<file path="config.mk">
export PLATFORM = sky130hd
export DESIGN_NAME = c0_sequencer
export DESIGN_NICKNAME = d
export VERILOG_FILES = /design/src/rtl/c0_pkg.sv /design/src/rtl/c0_pc.sv /design/src/rtl/c0_sequencer.sv
export SDC_FILE = /design/constraint.sdc
export NUM_CORES = 1
export LEC_CHECK = 0
export BUFFER_PORTS_ARGS = -buffer_cell sky130_fd_sc_hd__buf_4
export CAP_MARGIN = 10
export CELL_PAD_IN_SITES_DETAIL_PLACEMENT = 0
export CELL_PAD_IN_SITES_GLOBAL_PLACEMENT = 1
export CORE_MARGIN = 4
export CORE_UTILIZATION = 45
export DETAILED_ROUTE_END_ITERATION = 16
export PLACE_DENSITY = 0.94
export SLEW_MARGIN = 5
export SYNTH_ARGS = -nofsm -noshare
export SYNTH_HDL_FRONTEND = slang
export SYNTH_SLANG_ARGS = --single-unit
</file>
<file path="constraint.sdc">
create_clock -name CLK -period 4.5 [get_ports CLK]
set_input_delay 0.675 -clock CLK [delete_from_list [all_inputs] [get_ports CLK]]
set_output_delay 0.675 -clock CLK [all_outputs]
set_load 0.02 [all_outputs]
</file>
<file path="src/rtl/c0_pkg.sv">
// C0 sequencer shared types: FSM states, instruction
// classes, bank source-select encodings.
package c0_pkg;

  typedef enum logic [2:0] {
    ST_IDLE   = 3'd0,
    ST_FETCH  = 3'd1,
    ST_DECODE = 3'd2,
    ST_FETCH2 = 3'd3,
    ST_EXEC   = 3'd4,
    ST_HALT   = 3'd5
  } state_t;

  localparam logic [1:0] CL_MOV = 2'b00;
  localparam logic [1:0] CL_ALU = 2'b01;
  localparam logic [1:0] CL_LDI = 2'b10;
  localparam logic [1:0] CL_CTL = 2'b11;

  localparam logic [1:0] MS_ALU = 2'b00;
  localparam logic [1:0] MS_REG = 2'b01;
  localparam logic [1:0] MS_IMM = 2'b10;

  typedef struct packed {
    logic [1:0] cls;
    logic [2:0] a;
    logic [2:0] b;
  } insn_t;

  function automatic logic is_halt(insn_t i);
    return (i.cls == CL_CTL) && i.a[2];
  endfunction

  // LDI and JMP both carry a second byte
  function automatic logic is_two(insn_t i);
    return (i.cls == CL_LDI) ||
           ((i.cls == CL_CTL) && !i.a[2]);
  endfunction

endpackage

</file>
<file path="src/rtl/c0_pc.sv">
// C0 program counter: 8-bit, wraps silently,
// load wins over increment.
module c0_pc (
  input  logic       i_clk,
  input  logic       i_rst,
  input  logic       i_inc,
  input  logic       i_ld,
  input  logic [7:0] i_d,
  output logic [7:0] o_pc
);

  logic [7:0] r_pc;

  always_ff @(posedge i_clk or posedge i_rst) begin
    if (i_rst)
      r_pc <= 8'h00;
    else if (i_ld)
      r_pc <= i_d;
    else if (i_inc)
      r_pc <= r_pc + 8'd1;
  end

  assign o_pc = r_pc;

endmodule

</file>
<file path="src/rtl/c0_sequencer.sv">
// C0 fetch/decode/execute sequencer driving the
// register bank write controls.
module c0_sequencer
  import c0_pkg::*;
(
  input  logic       CLK,
  input  logic       RST,
  output logic [7:0] MEM_ADDR,
  output logic       MEM_REQ,
  input  logic [7:0] MEM_DATA,
  input  logic       MEM_RDY,
  output logic [1:0] MS,
  output logic [2:0] RS,
  output logic       E,
  output logic [7:0] IMM,
  output logic [2:0] SRC,
  output logic [2:0] ALUOP,
  output logic       HALTED
);

  state_t     r_state;
  state_t     w_next;
  insn_t      r_ir;
  logic [1:0] r_ms;
  logic [2:0] r_rs;
  logic [2:0] r_src;
  logic [2:0] r_aluop;
  logic [7:0] r_imm;

  logic       w_ld_ir;
  logic       w_op;
  logic       w_jmp;
  logic       w_pc_inc;
  logic       w_pc_ld;
  logic       w_dec_halt;
  logic       w_dec_two;
  logic       w_dec_one;
  logic [7:0] w_pc;

  assign w_ld_ir  = (r_state == ST_FETCH) && MEM_RDY;
  assign w_op     = (r_state == ST_FETCH2) && MEM_RDY;
  assign w_jmp    = (r_ir.cls == CL_CTL);
  assign w_pc_inc = w_ld_ir || (w_op && !w_jmp);
  assign w_pc_ld  = w_op && w_jmp;

  assign w_dec_halt = is_halt(r_ir);
  assign w_dec_two  = is_two(r_ir);
  assign w_dec_one  = !r_ir.cls[1];

  c0_pc u_pc (
    .i_clk (CLK),
    .i_rst (RST),
    .i_inc (w_pc_inc),
    .i_ld  (w_pc_ld),
    .i_d   (MEM_DATA),
    .o_pc  (w_pc)
  );

  always_ff @(posedge CLK or posedge RST) begin
    if (RST)
      r_state <= ST_IDLE;
    else
      r_state <= w_next;
  end

  always_comb begin
    w_next = r_state;
    unique case (r_state)
      ST_IDLE:
        w_next = ST_FETCH;
      ST_FETCH:
        if (MEM_RDY)
          w_next = ST_DECODE;
      ST_DECODE:
        unique case (1'b1)
          w_dec_halt: w_next = ST_HALT;
          w_dec_two:  w_next = ST_FETCH2;
          w_dec_one:  w_next = ST_EXEC;
          default:    w_next = ST_EXEC;
        endcase
      ST_FETCH2:
        if (MEM_RDY)
          w_next = w_jmp ? ST_FETCH : ST_EXEC;
      ST_EXEC:
        w_next = ST_FETCH;
      ST_HALT:
        w_next = ST_HALT;
      default:
        w_next = ST_IDLE;
    endcase
  end

  // state-decoded strobes drop with the async reset
  always_comb begin
    MEM_REQ = 1'b0;
    E       = 1'b0;
    HALTED  = 1'b0;
    unique case (r_state)
      ST_FETCH:  MEM_REQ = 1'b1;
      ST_FETCH2: MEM_REQ = 1'b1;
      ST_EXEC:   E       = 1'b1;
      ST_HALT:   HALTED  = 1'b1;
      default:   ;
    endcase
  end

  always_ff @(posedge CLK or posedge RST) begin
    if (RST)
      r_ir <= '0;
    else if (w_ld_ir)
      r_ir <= insn_t'(MEM_DATA);
  end

  always_ff @(posedge CLK or posedge RST) begin
    if (RST) begin
      r_ms    <= MS_ALU;
      r_rs    <= 3'd0;
      r_src   <= 3'd0;
      r_aluop <= 3'd0;
    end else if (r_state == ST_DECODE) begin
      unique case (1'b1)
        r_ir.cls == CL_MOV: begin
          r_ms  <= MS_REG;
          r_rs  <= r_ir.a;
          r_src <= r_ir.b;
        end
        r_ir.cls == CL_ALU: begin
          r_ms    <= MS_ALU;
          r_aluop <= r_ir.a;
          r_rs    <= r_ir.b;
          r_src   <= 3'd0;
        end
        r_ir.cls == CL_LDI: begin
          r_ms <= MS_IMM;
          r_rs <= r_ir.a;
        end
        default: ;
      endcase
    end
  end

  always_ff @(posedge CLK or posedge RST) begin
    if (RST)
      r_imm <= 8'h00;
    else if (w_op && !w_jmp)
      r_imm <= MEM_DATA;
  end

  assign MEM_ADDR = w_pc;
  assign MS       = r_ms;
  assign RS       = r_rs;
  assign SRC      = r_src;
  assign ALUOP    = r_aluop;
  assign IMM      = r_imm;

endmodule

</file>
Yosys cells after proc, flatten, opt, wreduce, memory -nomap -nowiden
Index checks and enable logic that the tools add are counted.
{"block": "word_totals", "ff_bits": 38, "wordCells": 58}
{"block": "classes", "n_addsub": 1, "n_eq_ne": 10, "muxes": 13, "reduce_logical": 24}
{"cell": "$pmux 3 s2", "count": 3}
{"cell": "$mux 8", "count": 2}
{"cell": "$pmux 3 s5", "count": 1}
{"cell": "$reduce_and 2->1", "count": 5}
{"cell": "$mux 3", "count": 3}
{"cell": "$add 8x1->8 const B", "count": 1}
{"cell": "$eq 3x2->1 const B", "count": 2}
{"cell": "$eq 3x3->1 const B", "count": 2}
{"cell": "$logic_and 1x1->1", "count": 6}
{"cell": "$pmux 2 s3", "count": 1}
{"cell": "$reduce_bool 2->1", "count": 3}
{"cell": "$reduce_or 2->1", "count": 3}
{"cell": "$eq 2x2->1 const B", "count": 2}
{"cell": "$ne 2x2->1 const B", "count": 2}
{"cell": "$eq 3x1->1 const B", "count": 1}
{"cell": "$logic_not 3->1", "count": 1}
{"cell": "$mux 1", "count": 3}
{"cell": "$reduce_bool 3->1", "count": 1}
{"cell": "$eq 2x1->1 const B", "count": 1}
{"cell": "$logic_not 1->1", "count": 2}
{"cell": "$logic_not 2->1", "count": 1}
{"cell": "$logic_or 1x1->1", "count": 2}

Logic depth before layout (Yosys ltp)
Gate-level depths: netlist (run 1).
{"block": "logic_depth", "ltp_word": 6, "mapped_depth": 7, "ltp_nobuf": 5}

By module
A second synthesis (run 1) with hierarchy kept.
{"block": "hier_totals", "cells_unflattened": 165, "hier_area_um2": 1904.3}
{"module": "c0_sequencer", "instances": 1, "cells_each": 115, "area_per_inst_um2": 1458.9}
{"module": "c0_pc", "instances": 1, "cells_each": 50, "area_per_inst_um2": 445.4}

Least setup slack after synthesis (run 1)
Ideal clock, no wire load.
{"block": "synth_timing", "kind": "reg2reg", "from": "register r_state[2]", "to": "register r_imm[0], in the netlist IMM[0]", "setup_ns": 0.125, "t_arrival_ns": 1.507, "required_ns": 4.375, "setup_slack_ns": 2.869, "path_stages_with_launch": 5, "path_buffers": 0, "synth_period_minus_slack_ns": 1.631, "cell_sequence": "dfrtp_1 > and2b_2 > nand2_4 > nor3b_4 > mux2_2"}
{"block": "synth_between", "elab_chain_cells": 3}
{"item": "start: declaration", "line_no": "c0_sequencer.sv:21", "text": "state_t r_state;"}
{"item": "start signal: assignment", "line_no": "c0_sequencer.sv:63", "text": "r_state <= w_next;"}
{"item": "$eq 3x2->1", "line_no": "c0_sequencer.sv:41", "text": "assign w_op = (r_state == ST_FETCH2) && MEM_RDY;"}
{"item": "$logic_and 1x1->1", "line_no": "c0_sequencer.sv:41"}
{"item": "$logic_and 1x1->1", "line_no": "c0_sequencer.sv:145", "text": "else if (w_op && !w_jmp)"}
{"item": "end signal: assignment", "line_no": "c0_sequencer.sv:144", "text": "r_imm <= 8'h00;"}
{"item": "end signal: assignment", "line_no": "c0_sequencer.sv:146", "text": "r_imm <= MEM_DATA;"}
{"item": "end: declaration", "line_no": "c0_sequencer.sv:28", "text": "logic [7:0] r_imm;"}
Every way passes these cells.
A chain may end at the register's enable or synchronous reset.

Final worst setup path (run 1)
{"block": "layout_timing", "from": "register r_state[1]", "to": "output E"}
{"block": "layout_between", "elab_chain_cells": 2}
{"item": "$eq 3x3->1", "line_no": "c0_sequencer.sv:98", "text": "unique case (r_state)"}
{"item": "$mux 1", "line_no": "c0_sequencer.sv:98"}
{"item": "end: declaration", "line_no": "c0_sequencer.sv:14", "text": "output logic E,"}
Every way passes these cells.

==> reports/metrics.csv, run 1 <==
metric;value;unit
drt_pass1_iterations;4;
register_area;951;µm²
r2r_setup_slack;2.70;ns
yosys_warnings;0;
antennaDiodeCount;0;
rr_worst_depth;4;
reg2reg_from;r_state[0];
wirelength;3950;µm
wl_per_cell;15.2;µm
dieArea;0.00526;mm²
max_cap_violations;0;
top_layer_used;met4;
slew_headroom;0.613;
met3_length;269;µm
io_buffers;40;
synth_top_area_share;0.507;
ys_top_cells_by_area;dfrtp_1, mux2_2, a21oi_1;
worstPathArrival;1.31;ns
syn_inst;167;
reg2reg_to;IMM[1];
dp_hpwl;2880;µm
grt_pass1_vias;1434;
finClkSkew;0.0118;ns
die-height;72.6;µm
core;0.00403;mm²
fin_cells;260;
synth_area_per_cell;11.2;µm²
dr_wl_met2;2030;µm
hold_viol;0;
dpl.cell_count;252;
drive_gt1_frac;0.367;
fillers;356;
synth_edf_count;0;
clock_latency;0.30;ns
groute.usage.overall;0.168;
grt_start_max_net_pins;39;
tightest_slew;0.580;ns
hp-class;primary input to asynchronous set/reset pin;
tns;0;ns
swShare;0.404;
yosysTopAreaCell;dfrtp_1;
p_seq_frac;0.366;
post_cts_resized;0;
stdcell_area;0.00230;mm²
num_io_pins;41;
drc;0;
ys_seq_elements;38;
clockBufferDepth;2;
nets;226;
criticalPathCategory;flip-flop to output port;
start_kind;flip-flop;
multi_input_area;857;µm²
critPathMaxFanout;12;
die_w;72.6;µm
globalplace.congestion;0.921;
clockPowerShare;0.154;
syn-cell-area;0.00188;mm²
ys_seq_area_frac;0.507;
area_delta_synth_final;22.8;%
combPwrFrac;0.480;
hold_buffers;0;
post-route-period-util;0.442;
powerDensity;797;mW/mm²
root_buffer;clkbuf_8;
yosysMostFrequentCell;dfrtp_1;
rsz0062_at_grt;no;
cts_sinks;38;
vdd_drop_max;0.330;mV
routed_via_density;5.39;
start_util;0.466;
required;3.83;ns
drt-initial-drc-count;77;
setup_viol;0;
ant_nets;0;
cts.clk_slew.worst_paths;0.08;ns
finalCriticalPeriod;1.99;ns
syn-num-nets;184;
outcome;finished clean;
fin_util;0.572;
synth-main-ff-cell;dfrtp_1;
synthArstFlopShare;1.00;
cts_htree_levels;2;
yosys-top-cells-count;dfrtp_1, mux2_2, a21oi_1;
final-max-slew-violation-count;0;
numCtsBuffers;5;
cellLeakagePower;1.07;nW
grt_pass1_wl;6800;µm
antenna_found_initial;0;
power.internal;1.09;mW
cts_setup_buffers;0;
grt_overflow_total;0;
placed_area;0.00220;mm²
cts_tree;built;
cp-end-kind;output port;
power.switching;0.741;mW
max_freq;503;MHz
yosysUniqueCellTypes;37;
wl_met1;1580;µm
rows;23;
vias;1402;
metal layers:
layer / global-route usage / vias up
met5: 0 / -
met4: 0.0676 / 0
met3: 0.0471 / 9
met2: 0.271 / 42
met1: 0.214 / 675
li1: - / 676
sequential cells by signal, indices dropped and copies added (netlist names):
register and count:
IMM 8, u_pc.o_pc 8, ALUOP 3, RS 3
MS 2, SRC 3, r_state 3, r_ir 8
metrics by stage:
stage,hold slack [ns],setup slack (ns),power (mW)
detailed placement,0.484,2.69,1.56
finish,0.490,2.51,1.83
CTS,0.497,2.48,1.85
global placement,0.470,2.75,1.54
floorplan,0.481,2.87,1.26
global route,0.526,2.41,1.98
cells in the final DEF (no fill, tap or decap), types with 2 or more instances in the layout:
cell / count
and2b_2: 2
mux2_2: 19
nand2b_1: 2
nor2b_1: 3
and2_2: 2
clkbuf_1: 2
buf_4: 41
a21oi_1: 16
mux2i_1: 4
a31oi_1: 2
nor2_1: 6
o21ai_0: 12
dfrtp_1: 38
o22ai_1: 5
or3b_2: 2
nand3_1: 4
nand2_1: 14
clkbuf_8: 5
a2bb2oi_1: 3
o31ai_1: 2
inv_1: 5
ha_1: 6
worst max-delay path, stage by stage (launching register included):
cell and delay, ns:
dfrtp_1 0.55, nor2b_1 0.12, and2b_2 0.20, buf_4 0.15
power groups by stage:
stage / Sequential, mW / Clock (mW) / Combinational (mW)
floorplan: 0.771 / 0 / 0.488
finish: 0.672 / 0.283 / 0.880
global placement: 0.677 / 0 / 0.865
CTS: 0.674 / 0.290 / 0.888
global route: 0.704 / 0.303 / 0.970
detailed placement: 0.678 / 0 / 0.883
worst max path at each step:
stage,from,end,slack [ns],depth (start not counted)
2_1_floorplan,r_state[2],IMM[0],2.87,4
3_3_place_gp,MEM_RDY,IMM[2],2.75,4
3_5_place_dp,MEM_RDY,IMM[0],2.69,4
4_1_cts,r_state[1],E,2.48,3
5_1_grt,r_state[1],E,2.41,3
6_report,r_state[1],E,2.51,3
area by class of cell:
| type | count | area share |
|---|---|---|
| flip-flops and latches | 38 | 0.413 |
| multi-input cells | 118 | 0.372 |
| repair buffers | 41 | 0.134 |
| clock buffers | 7 | 0.0331 |
| well taps | 50 | 0.0272 |
| clock inverters | 1 | 0.0130 |
| inverters | 5 | 0.00815 |
cell families after synthesis:
logic type	after synthesis	share of synthesized area
adders and majority gates	6	0.0400
buffers and inverters	11	0.0360
muxes	23	0.135
AOI/OAI and AO/OA	41	0.124
xor gates and xnor gates	1	0.00467
and+or+nand+nor	47	0.153
DFF	38	0.507
No activity file was read; power rests on OpenSTA's default activity.
==> run 2: changes to the inputs <==
ABC_AREA = 1   (was not set)
CORE_UTILIZATION = 36   (was 45)
PLACE_DENSITY = 0.86   (was 0.94)
clock period = 1.6 ns   (was 4.5 ns; I/O delays follow)
==> run 2 against run 1 <==
  * Clock power grew to 2.9 times the previous value
  * Synthesized cell count is 41% higher
  * Via count is 15% higher
  * First-iteration DRC count stayed put
  * Critical path depth is 4 higher
  * Utilization is 10 points lower
  * Sequential power grew to 2.5 times the previous value
  * Sequential share of layout area is 2.2 points lower
  * Total power grew to 2.6 times the previous value
  * Final area is 5.7% higher
  * Non-clock buffer count is 2 higher
==> reports/metrics.csv, run 2 <==
metric;value;unit
dp_hpwl;3120;µm
critPathMaxFanout;7;
max_cap_violations;0;
place_ws;0.0550;ns
rsz0062_at_grt;no;
hold_buffers;0;
slew_headroom;0.677;
cts_sinks;38;
io_buffers;40;
globalplace.congestion;0.805;
die_w;81.3;µm
num_io_pins;41;
vias;1614;
setup_viol;0;
cellLeakagePower;1.27;nW
wl_per_cell;11.8;µm
syn-num-nets;253;
antennaDiodeCount;0;
cp-end-kind;flip-flop;
tightest_slew;0.485;ns
finClkSkew;0.00787;ns
grt_pass1_vias;1540;
grt_start_max_net_pins;39;
routed_via_density;4.56;
reg2reg_from;r_ir[6];
hold_viol;0;
antenna_found_initial;0;
layout_common_cells;nand2_1, buf_4, dfrtp_1;
r2r_setup_slack;0.11;ns
yosysUniqueCellTypes;22;
yosysTopAreaCell;dfrtp_1;
final_common_cell;nand2_1;
groute.usage.overall;0.144;
rr_worst_depth;7;
area_delta_synth_final;25.8;%
drive_gt1_frac;0.268;
synth-main-ff-cell;dfrtp_1;
start_util;0.374;
ys_seq_area_frac;0.491;
wirelength;4170;µm
syn-cell-area;0.00194;mm²
criticalPathCategory;flip-flop to flip-flop;
rows;26;
ys_top_cells_by_area;dfrtp_1, nand2_1, o21ai_1;
grt_pass1_wl;7300;µm
cts_htree_levels;2;
final-max-slew-violation-count;0;
synthArstFlopShare;1.00;
cts_tree;built;
combPwrFrac;0.459;
yosysMostFrequentCell;nand2_1;
required;1.83;ns
synth_area_per_cell;8.20;µm²
power.internal;2.67;mW
max_freq;670;MHz
synth_top_area_share;0.491;
drc;0;
yosys-top-cells-count;nand2_1, dfrtp_1, inv_1;
tns;0;ns
ys_seq_elements;38;
power.switching;2.01;mW
synth_edf_count;0;
finalCriticalPeriod;1.49;ns
p_seq_frac;0.363;
yosys_warnings;0;
start_kind;flip-flop;
hp-class;primary input to asynchronous set/reset pin;
worstPathArrival;1.72;ns
root_buffer;clkbuf_8;
reg2reg_to;u_pc.o_pc[3];
outcome;finished clean;
drt-initial-drc-count;77;
powerDensity;1920;mW/mm²
numCtsBuffers;5;
cts.clk_slew.worst_paths;0.08;ns
grt_overflow_total;0;
post-route-period-util;0.933;
dieArea;0.00661;mm²
vdd_drop_max;0.801;mV
drt_pass1_iterations;6;
nets;300;
die-height;81.3;µm
core;0.00517;mm²
clockBufferDepth;2;
worst_slack;0.108;ns
ant_nets;0;
swShare;0.430;
clock_latency;0.29;ns
syn_inst;236;
clockPowerShare;0.178;
run 2: layout make-up:
type,instances,area [µm²]
Multi-Input combinational cell,165,843
Tap cell,70,87.6
Clock buffer,5,68.8
Sequential cell,38,951
Fill cell,511,2740
Inverter,30,116
Timing Repair Buffer,43,323
Clock inverter,3,45.0
run 2: worst max path at each step:
stage / startpoint / cells after the start / endpoint
2_1_floorplan: r_ir[6] / 7 / u_pc.o_pc[4]
3_3_place_gp: r_ir[6] / 7 / u_pc.o_pc[4]
3_5_place_dp: r_ir[6] / 7 / u_pc.o_pc[4]
4_1_cts: r_ir[6] / 7 / u_pc.o_pc[4]
5_1_grt: r_ir[6] / 7 / u_pc.o_pc[4]
6_report: r_ir[6] / 7 / u_pc.o_pc[3]
run 2: power by group through the flow:
stage	logic [mW]	registers, mW	clock network (mW)
after floorplan	1.16	1.98	0
after global placement	2.14	1.71	0
after detailed placement	2.17	1.71	0
after CTS	2.17	1.70	0.855
after global routing	2.42	1.76	0.901
final	2.15	1.70	0.833
run 2: cell families (layout without fill, tap and decap cells):
logic type,after synthesis,in the layout,synth area share
flip-flops,38,38,0.491
XOR/XNOR,1,1,0.00453
AND/OR/NAND/NOR,117,117,0.268
AO/OA/AOI/OAI,41,41,0.122
buffers and inverters,33,81,0.0756
adder cells (fa/ha/maj),6,6,0.0388
run 2: what timing repair did:
item	CTS	global route
gates resized for setup	0	2
setup endpoints to repair	0	5
setup buffers	0	1
run 2: critical path, stage by stage, from the launching register on:
cell,delay (ns)
dfrtp_1,0.43
ha_1,0.25
nand2_1,0.14
clkinvlp_4,0.17
buf_4,0.17
a21oi_1,0.15
nand2_1,0.07
nand2_1,0.05
run 2: routing by layer:
layer	share of wire	GRT usage	wire length (µm)
met5	0	0	0
met4	0.010	0.0355	42
met3	0.064	0.0455	267
met2	0.45	0.216	1860
met1	0.48	0.202	2000
run 2: metrics by stage:
stage / hold slack, ns / utilization / power, mW / std cells / instance area, µm²
after detailed placement: 0.397 / 0.446 / 3.88 / 345 / 2300
after global placement: 0.390 / 0.446 / 3.85 / 345 / 2300
after floorplan: 0.384 / - / 3.13 / 236 / 1940
after global routing: 0.100 / 0.471 / 5.09 / 354 / 2430
final: 0.0523 / 0.471 / 4.68 / 354 / 2430
after CTS: 0.0729 / 0.468 / 4.73 / 353 / 2420
==> run 3: changes to the inputs <==
CORE_UTILIZATION = 37   (was 36)
CTS_BUF_LIST = sky130_fd_sc_hd__clkbuf_4 sky130_fd_sc_hd__clkbuf_8   (was not set)
PLACE_DENSITY = 0.87   (was 0.86)
==> run 3 against run 2 <==
  * Hold slack improved by 0.0061 ns
  * Wire length increased by 1.8%
  * Largest power group unchanged
  * Count of clock-buffer cells in the layout increased by 1
  * Utilization increased by 0.36 points
  * Critical path depth unchanged
  * Non-clock buffer count decreased by 2
  * Highest routed layer unchanged
  * Final area decreased by 1.1%
  * Critical path type unchanged
==> reports/metrics.csv, run 3 (same netlist as run 2, synthesis figures left out) <==
metric;value;unit
dr_wl_met2;1920;µm
final_common_cell;nand2_1;
drt_pass1_iterations;4;
io_buffers;40;
hold_buffers;0;
criticalPathCategory;flip-flop to flip-flop;
cp_num_buf_inv;2;
grt_start_max_net_pins;39;
globalplace.congestion;0.821;
clockBufferDepth;2;
post-route-period-util;0.925;
place_ws;0.0293;ns
max_freq;676;MHz
cp-end-kind;flip-flop;
max_cap_violations;0;
drc;0;
r2r_setup_slack;0.12;ns
swShare;0.442;
cts.clk_slew.worst_paths;0.08;ns
area_delta_synth_final;24.4;%
slew_headroom;0.672;
routed_via_density;4.65;
cts_setup_buffers;0;
rows;26;
cp_common_cell;nand2_1;
critPathMaxFanout;9;
worstPathArrival;1.67;ns
fin_total_pwr;4.54;mW
clock_latency;0.29;ns
root_buffer;clkbuf_8;
die-height;80.3;µm
cellLeakagePower;1.26;nW
post_cts_resized;0;
critPathTopFamily;flip-flops;
drive_gt1_frac;0.265;
p_seq_frac;0.380;
drt-initial-drc-count;108;
layout_common_cells;nand2_1, buf_4, dfrtp_1;
hp-class;primary input to asynchronous set/reset pin;
worst_slack;0.120;ns
antenna_found_initial;0;
die_w;80.3;µm
clockPowerShare;0.153;
crit_chain;ha_1 -> nand2_1 -> clkinvlp_4 -> a21oi_1 -> nand2_1 -> nand2_1 -> inv_1;
power.internal;2.53;mW
grt_pass1_vias;1590;
finClkSkew;0.00707;ns
wl_met1;2050;µm
num_io_pins;41;
cts_tree;built;
grt_overflow_total;0;
antennaDiodeCount;0;
power.switching;2.00;mW
numCtsBuffers;5;
grt_pass1_wl;7320;µm
outcome;finished clean;
finalCriticalPeriod;1.48;ns
groute.usage.overall;0.147;
vias;1640;
wl_per_cell;12.0;µm
start_kind;flip-flop;
powerDensity;1890;mW/mm²
tightest_slew;0.492;ns
final-max-slew-violation-count;0;
cts_sinks;38;
hold_viol;0;
start_util;0.381;
worst_path_largest_cell_delay;0.43;ns
top_layer_used;met4;
cts_htree_levels;2;
slowest_stage;dfrtp_1;
combPwrFrac;0.467;
required;1.79;ns
wirelength;4250;µm
tns;0;ns
dieArea;0.00645;mm²
dp_hpwl;3210;µm
nets;299;
vdd_drop_max;0.691;mV
core;0.00507;mm²
met3_length;226;µm
setup_viol;0;
ant_nets;0;
[run 3: changes by cell type in the layout (fill, tap and decap cells not counted), sizes merged]
cell      before  now
buf           43   41
bufinv         1    0
nand2         78   79
clkinv         0    1
clkbuf         5    6
clkinvlp       3    2
[run 3: layer usage]
metal,vias up,GRT usage
met5,-,0
met4,0,0.0456
met3,7,0.0392
met2,37,0.230
met1,753,0.196
li1,843,-
[run 3: area by class of cell]
| cell class | instances | area (µm²) |
|---|---|---|
| clock inverter | 2 | 12.5 |
| fill | 548 | 2670 |
| multi-input combinational | 166 | 850 |
| timing repair buffer | 41 | 308 |
| clock buffer | 6 | 82.6 |
| inverter | 30 | 116 |
| sequential | 38 | 951 |
| tap | 70 | 87.6 |
[run 3: worst min-delay path: cells and delay by family]
kind,cells,cell delay [ns]
buffers and inverters,3,0.55
[run 3: through the flow]
step | hold slack (ns) | std cells | utilization | area [µm²]
2_1_floorplan | 0.384 | 236 | - | 1940
3_3_place_gp | 0.391 | 344 | 0.453 | 2300
3_5_place_dp | 0.395 | 344 | 0.453 | 2300
4_1_cts | 0.0780 | 352 | 0.471 | 2390
5_1_grt | 0.118 | 353 | 0.474 | 2410
6_report | 0.0583 | 353 | 0.474 | 2410
[run 3: final timing paths]
path | start | to | cells after the start
max reg2reg | r_ir[6] | u_pc.o_pc[2] | 7
min in group CLK | MEM_DATA[1] | u_pc.o_pc[1] | 3
max in group asynchronous | RST | r_state[0] | 3
min | RST | IMM[3] | 3
max | r_ir[6] | u_pc.o_pc[2] | 7
min reg2reg | RS[1] | RS[1] | 2
[run 3: power by group through the flow]
| stage | sequential, mW | combinational (mW) | clock, mW |
|---|---|---|---|
| global placement | 1.72 | 2.11 | 0 |
| floorplan | 1.98 | 1.16 | 0 |
| global route | 1.79 | 2.40 | 0.759 |
| finish | 1.73 | 2.12 | 0.693 |
| CTS | 1.73 | 2.14 | 0.710 |
| detailed placement | 1.74 | 2.14 | 0 |
